==> src/rtl/mem_instr_sequencer.sv <==
// mem_instr_sequencer: control-step sequencer for ld/ldi/st that stretches memory
// steps on mem_ready and traps a memory access that never completes.
module mem_instr_sequencer #(
    parameter int WAIT_LIMIT = 15
) (
    input  logic        clk,
    input  logic        clr,
    input  logic        run,
    input  logic [31:0] ir,
    input  logic        mem_ready,
    output logic        PCout,
    output logic        PCin,
    output logic        IncPC,
    output logic        MARin,
    output logic        Zin,
    output logic        Zlowout,
    output logic        Read,
    output logic        Write,
    output logic        MDRin,
    output logic        MDRout,
    output logic        IRin,
    output logic        Yin,
    output logic        Gra,
    output logic        Grb,
    output logic        Rin,
    output logic        Rout,
    output logic        BAout,
    output logic        Cout,
    output logic        alu_add,
    output logic        done,
    output logic        illegal,
    output logic        fault,
    output logic [3:0]  state
);
    typedef enum logic [3:0] {
        T0 = 4'd0, T1 = 4'd1, T2 = 4'd2, T3 = 4'd3,
        T4 = 4'd4, T5 = 4'd5, T6 = 4'd6, T7 = 4'd7,
        IDLE = 4'd8, FAULT = 4'd9
    } state_t;

    state_t     state_q, state_d, end_d;
    logic [7:0] wait_q, wait_d;
    logic [4:0] op;
    logic       is_ld, is_ldi, is_st, legal, mem_step, timeout;
    logic       unused_ir;

    assign op        = ir[31:27];
    assign unused_ir = ^ir[26:0];
    assign is_ld     = op == 5'b00000;
    assign is_ldi    = op == 5'b00001;
    assign is_st     = op == 5'b00010;
    assign legal     = is_ld || is_ldi || is_st;
    assign end_d     = run ? T0 : IDLE;
    assign mem_step  = state_q == T1 || (state_q == T6 && is_ld) || (state_q == T7 && is_st);
    assign timeout   = mem_step && !mem_ready && wait_q == 8'(WAIT_LIMIT - 1);
    assign state     = state_q;

    always_ff @(posedge clk) begin
        if (!clr) begin
            state_q <= IDLE;
            wait_q  <= '0;
        end else begin
            state_q <= state_d;
            wait_q  <= wait_d;
        end
    end

    // The counter only grows while a memory step is held, so it is zero on every entry.
    always_comb begin
        state_d = state_q;
        wait_d  = (mem_step && !mem_ready) ? wait_q + 8'd1 : 8'd0;
        {PCout, PCin, IncPC, MARin, Zin, Zlowout, Read, Write, MDRin, MDRout, IRin} = '0;
        {Yin, Gra, Grb, Rin, Rout, BAout, Cout, alu_add, done, illegal, fault} = '0;
        case (state_q)
            IDLE: state_d = run ? T0 : IDLE;
            T0: begin
                PCout   = 1'b1;
                MARin   = 1'b1;
                IncPC   = 1'b1;
                Zin     = 1'b1;
                state_d = T1;
            end
            T1: begin
                Zlowout = 1'b1;
                Read    = 1'b1;
                MDRin   = 1'b1;
                PCin    = mem_ready;
                state_d = mem_ready ? T2 : T1;
            end
            T2: begin
                MDRout  = 1'b1;
                IRin    = 1'b1;
                state_d = T3;
            end
            T3: begin
                Grb     = legal;
                BAout   = legal;
                Yin     = legal;
                illegal = !legal;
                state_d = legal ? T4 : end_d;
            end
            T4: begin
                Cout    = 1'b1;
                alu_add = 1'b1;
                Zin     = 1'b1;
                state_d = T5;
            end
            T5: begin
                Zlowout = 1'b1;
                Gra     = is_ldi;
                Rin     = is_ldi;
                done    = is_ldi;
                MARin   = !is_ldi;
                state_d = is_ldi ? end_d : T6;
            end
            T6: begin
                Read    = is_ld;
                MDRin   = 1'b1;
                Gra     = !is_ld;
                Rout    = !is_ld;
                state_d = (is_ld && !mem_ready) ? T6 : T7;
            end
            T7: begin
                Write   = is_st;
                MDRout  = is_ld;
                Gra     = is_ld;
                Rin     = is_ld;
                done    = is_ld || (is_st && mem_ready);
                state_d = (is_st && !mem_ready) ? T7 : end_d;
            end
            FAULT: fault = 1'b1;
            default: state_d = IDLE;
        endcase
        if (timeout)
            state_d = FAULT;
    end
endmodule

==> config.mk <==
export PLATFORM = sky130hd
export DESIGN_NAME = mem_instr_sequencer
export DESIGN_NICKNAME = d
export VERILOG_FILES = /design/src/rtl/mem_instr_sequencer.sv
export SDC_FILE = /design/constraint.sdc
export NUM_CORES = 1
export LEC_CHECK = 0
export CORE_MARGIN = 1.5
export CORE_UTILIZATION = 35
export DETAILED_ROUTE_END_ITERATION = 8
export GPL_ROUTABILITY_DRIVEN = 0
export PLACE_DENSITY = 0.77
export SYNTH_ARGS = -nofsm -noshare
export SYNTH_HDL_FRONTEND = slang
export SYNTH_SLANG_ARGS = --single-unit
==> constraint.sdc <==
create_clock -name clk -period 2.1 [get_ports clk]
set_input_delay 0.42 -clock clk [delete_from_list [all_inputs] [get_ports clk]]
set_output_delay 0.42 -clock clk [all_outputs]
set_load 0.005 [all_outputs]
==> metrics.cfg <==
[outcome]
outcome = finished, violations left
violations = negative setup slack

[critical_path]
r2r_start = state[0]$_SDFFE_PN0P_
worstPathMaxFanout = 3
setup.worst_path.start_class = input pin
cell_depth_of_the_worst_flop_to_flop_path = 6
path_delay_family = simple AND/OR/NAND/NOR gates
worst-endpoint-arrival_ps = 1680
slowest_stage = or4_4
critical_path.n_buffers_inverters = 2
crit_chain = buf_6, or4_4, nand2b_4, nor2b_4, or2_4, buf_6
r2r_setup_slack_ps = 400
critPathMaxStageDelay_ps = 540
critPathCaptureType = output pin
crit_required_ps = 1680
setup.worst_path.class = input pin to output pin
timing.critical_path.mode_cell = buf_6
reg2reg_to = state[1]$_SDFFE_PP0N_
crit_start = ir[30]

[sta]
timing_max_transition_violations_final = 0
final_min_period_over_clock_period_pct = 100
max_clock_freq_mhz = 476
grt_setup_unrepaired = yes
timing_worst_slew_pin_value_ps = 359
setup_viol_count_final = 1
clock-skew-final_ps = 7.21
hold_viol = 0
final_worst_setup_slack_ps = -2.46
timing.slew.headroom_pct = 75.8
timing.final.crit_period_ps = 2100

[synthesis]
post_synthesis_instance_area_sq_um = 988
synth_seq_cells = 12
synth_edf_count = 0
yosys_most_used_dff = dfxtp_1
synth_async_sr_flop_share_pct = 0
postSynthNetCount = 159
ys_warn_count = 0
synthesis.instances = 121
post_synth.cell_area_avg_sq_um = 8.17
synthDistinctLibCells = 44
yosysSeqAreaShare_pct = 24.3

[clock_network]
cts_buffers = 3
clock-root-buffer = clkbuf_4
ctsHoldBuffers = 0
worst_skew_pair.late_latency_ps = 280
tritoncts = done
clkTransAtPathRegs_ps = 70
htree_num_levels = 1
cts.path.max_buffers = 2
clock_sinks = 12

[cells_and_area]
finish.utilization_pct = 63.1
final_nets = 224
register_area_sq_um = 253
antenna_cells_inserted = 0
nFillCells = 225
finish.cell_count_without_fillers = 216
final_layout_size_suffix_gt1_share_pct = 41.1
multi_input_comb_area_sq_um = 739
area_growth_syn_to_layout_pct = 72.9

[power]
ir_drop_mv = 0.337
leakage_power_nw = 0.816
power_per_cell_area_nw_per_um2 = 380
total_power_uw = 650

[hold_path]
hp-class = register to register
hold_path_startpoint = wait_q[0]$_SDFF_PN0_
hold-path-cell-count = 1
timing.hold.worst_endpoint = wait_q[0]$_SDFF_PN0_

[die]
die-area_sq_um = 3150
row_count = 19
die_w_um = 56.1
total_i_o_pin_count = 62
placeableCoreArea_sq_um = 2710
start_util_pct = 36.5
die_height_um = 56.1

[drt]
vias_per_cell = 5.38
routedWlPerCell_um = 14.6
ant_nets = 0
route.vias.total = 1163
wl_mm = 3.16
drcViolationCount = 0
dr.first_iter.drc_count = 27
drtPass1Iterations = 5

[grt]
global_route.usage.met1_pct = 21.7
globalRoute.busiestLayer = met2
grt_max_degree = 14
globalRouteMet3Util_pct = 1.40
global_route_total_overflow = 0
wire_length_of_the_first_global_routing_pass_mm = 5.11
grt_use_met2_pct = 39.7
grt_antenna_before_repair = 0
first_global_vias = 1175
grt_use_total_pct = 20.1

[flow_run]
max_cap_violation_count = 0

[placement]
post-dp-hpwl_mm = 2.18
portBuffers = 34
placed_cells_incl_taps = 201

-- cells in the mapped netlist (3+ instances only) --
master	number	area [sq um]
and3_1	4	25.0
buf_4	5	37.5
clkbuf_1	3	11.3
dfxtp_1	12	240
inv_1	7	26.3
nand2_1	3	11.3
nand2b_1	4	25.0
nand3b_1	4	30.0
nand4_1	3	18.8
nor2_1	12	45.0
nor3_1	10	50.1
nor4_1	3	18.8
o21ai_0	6	30.0
xor2_1	7	61.3
-- state kept, by name, indices dropped and copies added (netlist names) --
name	cells
wait_q	8
state	4
-- cell families after synthesis --
| family | after synthesis | share of synthesized area [%] |
|---|---|---|
| adders and majority gates | 2 | 2.53 |
| and+or+nand+nor | 58 | 36.8 |
| AOI/OAI and AO/OA | 23 | 17.7 |
| xor gates and xnor gates | 8 | 7.09 |
| buffers and inverters | 18 | 11.5 |
| DFF | 12 | 24.3 |
-- how the worst max path moves through the flow --
stage	to	slack, ps	cells after the start
4_1_cts	Gra	-40	6
5_1_grt	Gra	-40	6
3_5_place_dp	Gra	-750	6
2_1_floorplan	Gra	110	4
6_report	Gra	-2	6
3_3_place_gp	Gra	-710	6
-- metrics by stage --
| step | TNS, ps | instance area, sq um | setup WS [ps] | hold slack [ps] |
|---|---|---|---|---|
| floorplan | 0 | 988 | 106 | 437 |
| global placement | -7900 | 1480 | -715 | 456 |
| detailed placement | -9050 | 1480 | -753 | 480 |
| CTS | -38.8 | 1690 | -38.8 | 496 |
| global route | -36.0 | 1710 | -36.0 | 528 |
| finish | -2.46 | 1710 | -2.46 | 494 |
-- per-layer routing --
layer  vias up  share of wire [%]
li1        564                  -
met1       547                 38
met2        46                 55
met3         6                4.8
met4         0                1.9
met5         -                  0
-- layout by cell type, fill, tap and decap left out, types with 4 or more instances in the layout --
cell / Yosys / final
clkdlybuf4s15_1: 0 / 4
nor3_1: 10 / 5
buf_2: 0 / 4
inv_1: 7 / 6
o21ai_0: 6 / 5
buf_6: 1 / 8
buf_4: 5 / 31
xor2_1: 7 / 7
nor2_1: 12 / 12
dlygate4sd2_1: 0 / 10
clkdlybuf4s50_1: 0 / 10
dfxtp_1: 12 / 8
nand3b_1: 4 / 4
-- cell type report --
cell class / count / share of cell area (%)
Inverter: 7 / 1.54
Multi-Input combinational cell: 91 / 43.3
Tap cell: 31 / 2.27
Clock buffer: 4 / 2.12
Timing Repair Buffer: 71 / 36.0
Sequential cell: 12 / 14.8
-- power breakdown --
part | total [mW] | internal (mW) | switching [mW]
registers | 0.241 | 0.233 | 0.00774
clock network | 0.188 | 0.106 | 0.0825
logic | 0.221 | 0.124 | 0.0970
total | 0.650 | 0.463 | 0.187
-- what timing repair did --
action,CTS,global route
endpoints found under the setup margin,20,7
gates resized for setup,80,8
pin swaps,11,2
setup buffers,11,1
No activity file was read; power rests on OpenSTA's default activity.
